### src/rtl/nand_latch_ctrl.sv
// nand_latch_ctrl: sequences timed active-low set/reset pulses onto a bank of
// NAND S/R latch cells for two round-robin requesters. After each pulse it waits
// for the cell to settle, reads the cell back through a 2-flop synchronizer and
// acknowledges the requester with a pass/fail result.
module nand_latch_ctrl #(
    parameter int N          = 8,
    parameter int PULSE_CYC  = 2,
    parameter int SETTLE_CYC = 2,
    parameter int IW         = 4
) (
    input  logic          clk,
    input  logic          rst_n,
    input  logic          req_a,
    input  logic          req_b,
    input  logic          op_a,
    input  logic          op_b,
    input  logic [IW-1:0] idx_a,
    input  logic [IW-1:0] idx_b,
    output logic          ack_a,
    output logic          ack_b,
    output logic          err,
    output logic          busy,
    output logic [N-1:0]  s_n,
    output logic [N-1:0]  r_n,
    input  logic [N-1:0]  q
);

    typedef enum logic [1:0] {IDLE, DRIVE, SETTLE, CHECK} state_t;

    localparam int              CNT_MAX     = (PULSE_CYC > SETTLE_CYC) ? PULSE_CYC : SETTLE_CYC;
    localparam int              CW          = $clog2(CNT_MAX) + 1;
    localparam logic [CW-1:0]   PULSE_LAST  = CW'(PULSE_CYC - 1);
    localparam logic [CW-1:0]   SETTLE_LAST = CW'(SETTLE_CYC - 1);
    localparam logic [IW:0]     N_LIM       = (IW+1)'(N);

    state_t          r_state, w_state;
    logic [CW-1:0]   r_cnt,   w_cnt;
    logic            r_op,    w_op;
    logic [IW-1:0]   r_idx,   w_idx;
    logic            r_sel_b, w_sel_b;
    logic            r_prio_b, w_prio_b;
    logic [N-1:0]    r_q_meta, r_q_s;
    logic [N-1:0]    r_s_n,   w_s_n;
    logic [N-1:0]    r_r_n,   w_r_n;
    logic            r_ack_a, w_ack_a;
    logic            r_ack_b, w_ack_b;
    logic            r_err,   w_err;
    logic            r_busy;
    logic            w_grant_b;
    logic            w_illegal;
    logic            w_qbit;

    assign w_illegal = ({1'b0, r_idx} >= N_LIM);

    // Select the synchronized readback bit of the captured cell.
    always_comb begin
        w_qbit = 1'b0;
        for (int unsigned i = 0; i < N; i++) begin
            if (r_idx == IW'(i)) w_qbit = r_q_s[i];
        end
    end

    // Next-state, capture, arbitration and next registered-output logic.
    // Line decode uses the next-state values so the pulse starts on the grant edge.
    always_comb begin
        w_state   = r_state;
        w_cnt     = r_cnt;
        w_op      = r_op;
        w_idx     = r_idx;
        w_sel_b   = r_sel_b;
        w_prio_b  = r_prio_b;
        w_ack_a   = 1'b0;
        w_ack_b   = 1'b0;
        w_err     = 1'b0;
        w_s_n     = '1;
        w_r_n     = '1;
        w_grant_b = req_b & (~req_a | r_prio_b);

        case (r_state)
            IDLE: begin
                if (!(r_ack_a || r_ack_b) && (req_a || req_b)) begin
                    w_sel_b  = w_grant_b;
                    w_op     = w_grant_b ? op_b  : op_a;
                    w_idx    = w_grant_b ? idx_b : idx_a;
                    w_prio_b = ~w_grant_b;
                    w_cnt    = '0;
                    w_state  = ({1'b0, w_idx} >= N_LIM) ? CHECK : DRIVE;
                end
            end
            DRIVE: begin
                if (r_cnt == PULSE_LAST) begin
                    w_cnt   = '0;
                    w_state = SETTLE;
                end else begin
                    w_cnt = r_cnt + 1'b1;
                end
            end
            SETTLE: begin
                if (r_cnt == SETTLE_LAST) begin
                    w_cnt   = '0;
                    w_state = CHECK;
                end else begin
                    w_cnt = r_cnt + 1'b1;
                end
            end
            CHECK: begin
                w_state = IDLE;
                w_ack_a = ~r_sel_b;
                w_ack_b = r_sel_b;
                w_err   = w_illegal | (w_qbit != r_op);
            end
            default: w_state = IDLE;
        endcase

        if (w_state == DRIVE) begin
            for (int unsigned i = 0; i < N; i++) begin
                if (w_idx == IW'(i)) begin
                    if (w_op) w_s_n[i] = 1'b0;
                    else      w_r_n[i] = 1'b0;
                end
            end
        end
    end

    // State, transaction capture and registered outputs; reset releases all lines at once.
    always_ff @(posedge clk or negedge rst_n) begin
        if (!rst_n) begin
            r_state  <= IDLE;
            r_cnt    <= '0;
            r_op     <= 1'b0;
            r_idx    <= '0;
            r_sel_b  <= 1'b0;
            r_prio_b <= 1'b0;
            r_s_n    <= '1;
            r_r_n    <= '1;
            r_ack_a  <= 1'b0;
            r_ack_b  <= 1'b0;
            r_err    <= 1'b0;
            r_busy   <= 1'b0;
        end else begin
            r_state  <= w_state;
            r_cnt    <= w_cnt;
            r_op     <= w_op;
            r_idx    <= w_idx;
            r_sel_b  <= w_sel_b;
            r_prio_b <= w_prio_b;
            r_s_n    <= w_s_n;
            r_r_n    <= w_r_n;
            r_ack_a  <= w_ack_a;
            r_ack_b  <= w_ack_b;
            r_err    <= w_err;
            r_busy   <= (w_state != IDLE);
        end
    end

    // Two-flop synchronizer for the asynchronous latch readback.
    always_ff @(posedge clk or negedge rst_n) begin
        if (!rst_n) begin
            r_q_meta <= '0;
            r_q_s    <= '0;
        end else begin
            r_q_meta <= q;
            r_q_s    <= r_q_meta;
        end
    end

    assign s_n   = r_s_n;
    assign r_n   = r_r_n;
    assign ack_a = r_ack_a;
    assign ack_b = r_ack_b;
    assign err   = r_err;
    assign busy  = r_busy;

endmodule

### config.mk
export PLATFORM = sky130hd
export DESIGN_NAME = nand_latch_ctrl
export DESIGN_NICKNAME = d
export VERILOG_FILES = /design/src/rtl/nand_latch_ctrl.sv
export SDC_FILE = /design/constraint.sdc
export NUM_CORES = 1
export LEC_CHECK = 0
export CAP_MARGIN = 20
export CORE_MARGIN = 8
export CORE_UTILIZATION = 50
export DETAILED_ROUTE_END_ITERATION = 10
export HOLD_SLACK_MARGIN = 0.03
export PLACE_DENSITY = 0.76
export SYNTH_ARGS = -nofsm -noshare
export SYNTH_HDL_FRONTEND = slang
export SYNTH_SLANG_ARGS = --single-unit
### constraint.sdc
create_clock -name clk -period 2.31 [get_ports clk]
set_input_delay 0.231 -clock clk [delete_from_list [all_inputs] [get_ports clk]]
set_output_delay 0.231 -clock clk [all_outputs]
set_load 0.02 [all_outputs]
Yosys cells after proc, flatten, opt, wreduce, memory -nomap -nowiden
Index checks and enable logic that the tools add are counted.
Widths: inputs -> output; s select.
{ "word_totals": {"regBits": 47, "in_bits": 22, "output_inout_bits": 20, "word_cells": 101} }
{ "op_classes": {"addsub": 1, "order_cmp": 2, "eq_ne": 21, "n_mux": 45, "bitwise_logic": 6, "n_reduce_logical": 12} }
{ "ops": {"columns": ["operator", "n"], "rows": [
  ["$eq 4x3->1 const B", 8],
  ["$mux 1", 32],
  ["$eq 4x2->1 const B", 4],
  ["$mux 8", 2],
  ["$mux 2", 6],
  ["$mux 4", 3],
  ["$eq 4x1->1 const B", 2],
  ["$ge 4x4->1 const B", 2],
  ["$logic_not 4->1", 2],
  ["$pmux 2 s4", 1],
  ["$eq 2x1->1 const B", 3],
  ["$eq 2x2->1 const B", 2],
  ["$pmux 2 s2", 1],
  ["$reduce_and 2->1", 2],
  ["$reduce_bool 2->1", 2],
  ["$not 1->1", 3],
  ["$add 2x1->2 const B", 1],
  ["$logic_not 2->1", 1],
  ["$logic_or 1x1->1", 2],
  ["$ne 2x2->1 const B", 1],
  ["$or 1x1->1", 2],
  ["$reduce_or 2->1", 1],
  ["$and 1x1->1", 1],
  ["$logic_and 1x1->1", 1],
  ["other kinds (2)", 2]
]} }

Depth between registers and ports, before layout
Gate-level depths: netlist of run 1.
{ "depth": {"word_depth": 12, "mapped_depth": 8} }

Least setup slack after synthesis of run 1
OpenSTA, ideal clock, no wires.
{ "synth_path": {"kind": "flip-flop to flip-flop", "from": "reg r_state[1]", "to": "reg r_r_n[4], in the netlist r_n[4]", "arrival_ns": 1.942, "path_slack_ns": 0.273, "path_stages_with_launch": 8, "cell_sequence": "dfrtp_1 -> inv_1 -> ha_1 -> or3b_4 -> or2_1 -> a21o_1 -> a211oi_4 -> nand3_1"} }
{ "synth_between": {"elab_chain_len": 5} }
{ "synth_rtl": {"columns": ["item", "line", "source"], "rows": [
  ["start: declaration", "36", "state_t r_state, w_state;"],
  ["start signal: assignment", "141", "r_state <= w_state;"],
  ["$logic_not 2->1", "79", "case (r_state)"],
  ["$mux 4 / $mux 1 (equally long branches)", "79", null],
  ["$eq 4x3->1 / $mux 1 (equally long branches)", "117, 118", null],
  ["$mux 1", "117", "if (w_idx == IW'(i)) begin"],
  ["$mux 8 (*)", "115", "if (w_state == DRIVE) begin"],
  ["named net w_r_n[4]", "44", "logic [N-1:0] r_r_n, w_r_n;"],
  ["end signal: assignment", "148", "r_r_n <= w_r_n;"],
  ["end: declaration", "44", null]
]} }
Mark *: on every way through the listed nets, which the timed path passes. The rest lies on a longest branch.
A chain may end at the register's enable or synchronous reset.

Final worst setup path of run 1
{ "layout_path": {"from": "reg r_state[0]", "to": "reg r_r_n[4], in the netlist r_n[4]"} }
Same word-level chain as after synthesis.

==> results of run 1 <==
[worst max-delay path by stage]
| stage | end | slack, ps | cells past startpoint |
|---|---|---|---|
| finish | r_n[4] | 70 | 7 |
| floorplan | r_n[4] | 270 | 7 |
| CTS | r_n[6] | 30 | 7 |
| global route | r_n[4] | -10 | 7 |
| detailed placement | r_n[6] | 50 | 7 |
| global placement | r_n[3] | 130 | 7 |
[power breakdown]
group	switching, uW	internal [uW]	leakage, uW
logic	882	666	0.000517
clock network	251	324	0.0000524
registers	130	1010	0.000538
[synth_stat cells, types with 4 or more instances]
library cell	count
nand2_1	9
mux2i_1	4
nand3b_1	4
dfstp_2	16
o21ai_0	9
a21oi_1	9
nor2_1	11
nand3_1	16
dfrtp_1	31
ha_1	4
inv_1	10
a31oi_1	4
nor2b_1	4
[flip-flops by register name, indices dropped and copies added, names as in the netlist]
register  cells
err           1
r_n           8
busy          1
r_sel_b       1
r_op          1
r_q_s         8
r_prio_b      1
s_n           8
r_q_meta      8
r_idx         4
r_cnt         2
ack_b         1
ack_a         1
r_state       2
[placed cells by master, fill, tap and decap left out, types with 4 or more instances in the layout]
cell type,n
dfstp_2,16
nand3b_1,4
buf_4,10
nand3_1,15
clkbuf_8,5
a21oi_1,9
dfrtp_1,30
nor2_1,11
inv_1,9
clkdlybuf4s50_1,40
o21ai_0,9
mux2i_1,4
nor2b_1,4
nand2_1,9
[cell families (layout without fill, tap and decap cells)]
logic type | Yosys count | count (layout) | share of synthesized area
mux | 6 | 6 | 0.0427
buf+inv | 13 | 71 | 0.0264
simple gates | 63 | 63 | 0.180
fa+ha+maj | 4 | 4 | 0.0251
flops | 47 | 47 | 0.601
xor+xnor | 1 | 1 | 0.00440
compound gates | 33 | 33 | 0.120
[routing by layer]
metal  up-vias  wire length [um]  global-route usage
met5         -                 0                   0
met4         0                46              0.0389
met3         7               333              0.0553
met2        58              2360               0.250
met1       729              1880               0.180
li1        698                 -                   -
[metrics by stage]
step           std cells  area (um2)  hold slack [ps]   util  worst slack (ps)
2_1_floorplan        167        1990            -64.6      -               273
3_5_place_dp         263        2500              335  0.640              53.3
3_3_place_gp         263        2500              332  0.640               131
5_1_grt              275        2680              284  0.685             -9.68
6_report             275        2680              284  0.685              70.5
4_1_cts              271        2610              129  0.667              32.5
[timing repair]
action                                 in CTS  in global routing
gates resized for setup                     0                  7
setup buffers                               0                  2
endpoints found under the hold margin       0                 13
setup endpoints to repair                   0                 15
hold buffers                                0                  1
[layout make-up]
type,count,area [um2],share of cell area
Clock buffer,7,76.3,0.0285
Clock inverter,1,30.0,0.0112
Sequential cell,47,1200,0.447
Multi-Input combinational cell,107,766,0.286
Tap cell,50,62.6,0.0233
Timing Repair Buffer,53,510,0.190
Inverter,10,37.5,0.0140
==> metrics.txt, run 1 <==
Slew Limit Fails=0; CTS Buf Count=5; Via density=5.43; Avg Inst Size Synth=11.9 um2; Crit Path Max Fanout=8; initial antenna violation count=0; CP required=2500 ps; Worst Setup Start Kind=flip-flop; maxcap violations=0; # rows=23; via count=1492; critical-path cell list=inv_1 -> ha_2 -> or3b_4 -> or2_4 -> a21o_1 -> a211oi_4 -> nand3_1; Fin. Hold Viols=0; Initial Util=0.509; R2R depth=7; Crit-path slowest cell=or3b_4; ANT nets after route=0; Max VDD drop=0.678 mV; CP bufs+invs=1; TritonCTS clock tree=done; final setup violation count=0; drt pass-1 iters=4; slew at the pin closest to its max-slew limit=550 ps; detailed-route wire length per cell=16.8 um; Sink Count=47; vias in the first global route=1496; CP top delay family=simple AND/OR/NAND/NOR gates; gr ovfl total=0; Crit. End Element=flip-flop; crit path time final=2240 ps; register area share after synthesis=0.601; Syn Std Cell Area=1990 um2; DRT iter0 DRCs=132; PortBufs=41; Post-synth ARST share=1.00; Crit Path Class=flip-flop to flip-flop; Fmax achieved=447 MHz; HPWL after DPL=3390 um; root buf cell=clkbuf_8; Max H-tree Level=2; Gate Count Post-Synth=167; largest cells by area after synthesis=dfrtp_1, dfstp_2, nand3_1, ha_1, a21oi_1; Power Dens Cells=1220 nW/um2; clock tree buffer depth=2; Die X=79.1 um; critical path arrival=2430 ps; leakage=0.00111 uW; EDFF count, synth=0; CORE AREA=3910 um2; Critical path origin=r_state[0]; Net count, final=250; IO Count=42; final wirelength=4630 um; top cell type by total area after synthesis=dfrtp_1; RR Startpoint=r_state[0]; largest net degree at the start of global routing=48; R2R Path End=r_n[4]; prevailing post-synth register cell=dfrtp_1; Setup Skew=5.52 ps; Area Overhead vs Synth=34.6%; synth warn=0; Final period util=0.969; Chip Height=79.1 um; Setup TNS=0 ps; Synth top area share=0.390; GRT Util Overall=0.150; Design Power=3260 uW; Worst R2R Setup Slack=70 ps; ant diodes=0; clk_lat worst skew=290 ps; Syn Nets=193; number of synthesized register bits=47; DRC=0; Rel. slew slack=0.633; Hold WC Path Type=primary input to asynchronous set/reset pin; GP Congestion=0.895; Die ar.=6260 um2; Distinct cells, synth=39; Filler Cells Inserted=306; slowest stage delay, CP=430 ps; share of cells above drive strength 1=0.227; status=finished clean; first-pass GRT wire length=7370 um; Clock transition at path regs=80 ps
Power figures use the tool's default switching activity.
==> run 2, diff against run 1 <==
--- a/config.mk
+++ b/config.mk
@@ -10,7 +10,7 @@
 export CORE_UTILIZATION = 50
 export DETAILED_ROUTE_END_ITERATION = 10
 export HOLD_SLACK_MARGIN = 0.03
-export PLACE_DENSITY = 0.76
+export PLACE_DENSITY = 0.79
 export SYNTH_ARGS = -nofsm -noshare
 export SYNTH_HDL_FRONTEND = slang
 export SYNTH_SLANG_ARGS = --single-unit
==> run 2 against run 1 <==
Clock-buffer cell count did not move. Wire length fell by 6.4%. Via count rose by 1.8%. Sequential share of layout area fell by 0.067 points. Combinational power fell by 3%. Final area barely moved. Critical path type unchanged. Critical endpoint is now r_n[6].
==> metrics.txt, run 2 (synthesized netlist as in run 1, its figures left out) <==
maxcap violations=0; root buf cell=clkbuf_8; Crit. End Element=flip-flop; Crit Path Max Fanout=8; initial antenna violation count=0; Worst Setup Start Kind=flip-flop; critical path arrival=2400 ps; Slew Limit Fails=0; Setup TNS=0 ps; crit path time final=2170 ps; RR Startpoint=r_state[0]; commonest non-fill, non-tap cell in the layout=clkdlybuf4s50_1; Fin. Hold Viols=0; ANT nets after route=0; Hold WC Path Type=primary input to asynchronous set/reset pin; Worst R2R Setup Slack=140 ps; PortBufs=41; via count=1519; Area Overhead vs Synth=34.7%; largest net degree at the start of global routing=48; Final period util=0.941; met2 WL=2440 um; Sink Count=47; gr ovfl total=0; WL met3=265 um; vias in the first global route=1608; R2R Path End=r_n[6]; Fmax achieved=460 MHz; Setup crit end=r_n[6]; Die ar.=6260 um2; GRT Util Overall=0.144; Critical path origin=r_state[0]; Reg area=1200 um2; DRT iter0 DRCs=101; unrepaired setup endpoints after global routing=yes; Net count, final=248; first-pass GRT wire length=7020 um; Setup Skew=7.04 ps; CORE AREA=3910 um2; slew at the pin closest to its max-slew limit=833 ps; clock tree buffer depth=2; area of the multi-input gates=764 um2; Power Dens Cells=1220 nW/um2; TritonCTS clock tree=done; Design Power=3260 uW; CTS Buf Count=5; max layer used=met4; final setup violation count=0; clk_lat worst skew=300 ps; detailed-route wire length per cell=15.9 um; Max H-tree Level=2; drt pass-1 iters=4; share of cells above drive strength 1=0.215; ant diodes=0; status=finished clean; GP Congestion=0.851; Max VDD drop=0.589 mV; R2R depth=7; Crit Path Class=flip-flop to flip-flop; final wirelength=4330 um; Chip Height=79.1 um; Rel. slew slack=0.436; most frequent cells in the layout=clkdlybuf4s50_1, dfrtp_1, nand3_1, dfstp_2, nor2_1; wl on met1=1510 um; leakage=0.00111 uW; Filler Cells Inserted=296; HPWL after DPL=3240 um; Clock transition at path regs=80 ps; Die X=79.1 um; Via density=5.56; # rows=23; Initial Util=0.509; IO Count=42; CP required=2530 ps; DRC=0
-- run 2: cell count changes in the layout (fill, tap and decap cells not counted), moves of 2 or more --
cell | before | now
buf_4 | 10 | 8
a31oi_2 | 1 | 3
clkbuf_16 | 0 | 2
clkbuf_1 | 2 | 0
a31oi_1 | 3 | 1
-- run 2: metrics by stage --
stage / util / hold WS (ps) / std cells / setup slack (ps) / instance area, um2
after global routing: 0.685 / 261 / 273 / 0.573 / 2680
after detailed placement: 0.632 / 336 / 259 / 123 / 2470
after floorplan: - / -64.6 / 167 / 273 / 1990
after global placement: 0.632 / 333 / 259 / 177 / 2470
final: 0.685 / 266 / 273 / 137 / 2680
after CTS: 0.664 / 119 / 267 / 123 / 2600
-- run 2: per-layer routing --
layer / track usage / up-vias
met5: 0 / -
met4: 0.0741 / 0
met3: 0.0474 / 14
met2: 0.270 / 43
met1: 0.134 / 771
li1: - / 691
-- run 2: critical path, stage by stage, from the launching register on --
cell and delay [ps]:
dfrtp_1 410, inv_1 110, ha_1 170, or3b_4 440
or2_1 300, a21o_1 210, a211oi_4 320, nand3_1 140
-- run 2: cell type report --
| class | instances | area share |
|---|---|---|
| multi-input cells | 107 | 0.285 |
| well taps | 50 | 0.0233 |
| clock inverters | 1 | 0.00233 |
| repair buffers | 51 | 0.185 |
| flip-flops and latches | 47 | 0.446 |
| inverters | 10 | 0.0140 |
| clock buffers | 7 | 0.0443 |
-- run 2: worst min path at each step --
stage / end / startpoint / slack [ps] / cells after the start
finish: r_q_s[0] / rst_n / 270 / 2
global route: r_q_s[0] / rst_n / 260 / 2
CTS: r_q_s[6] / rst_n / 120 / 1
detailed placement: r_q_s[7] / r_q_meta[7] / 340 / 0
global placement: r_q_s[0] / r_q_meta[0] / 330 / 0
floorplan: ack_a / rst_n / -60 / 0
-- run 2: timing repair --
action	CTS	global route
hold buffers	0	1
resized for setup	0	4
endpoints found under the setup margin	0	14
buffers inserted	0	4
endpoints found under the hold margin	0	31
-- run 2: where the power goes --
part / switching (uW) / internal, uW
sequential: 134 / 1010
combinational: 870 / 631
clock: 275 / 345
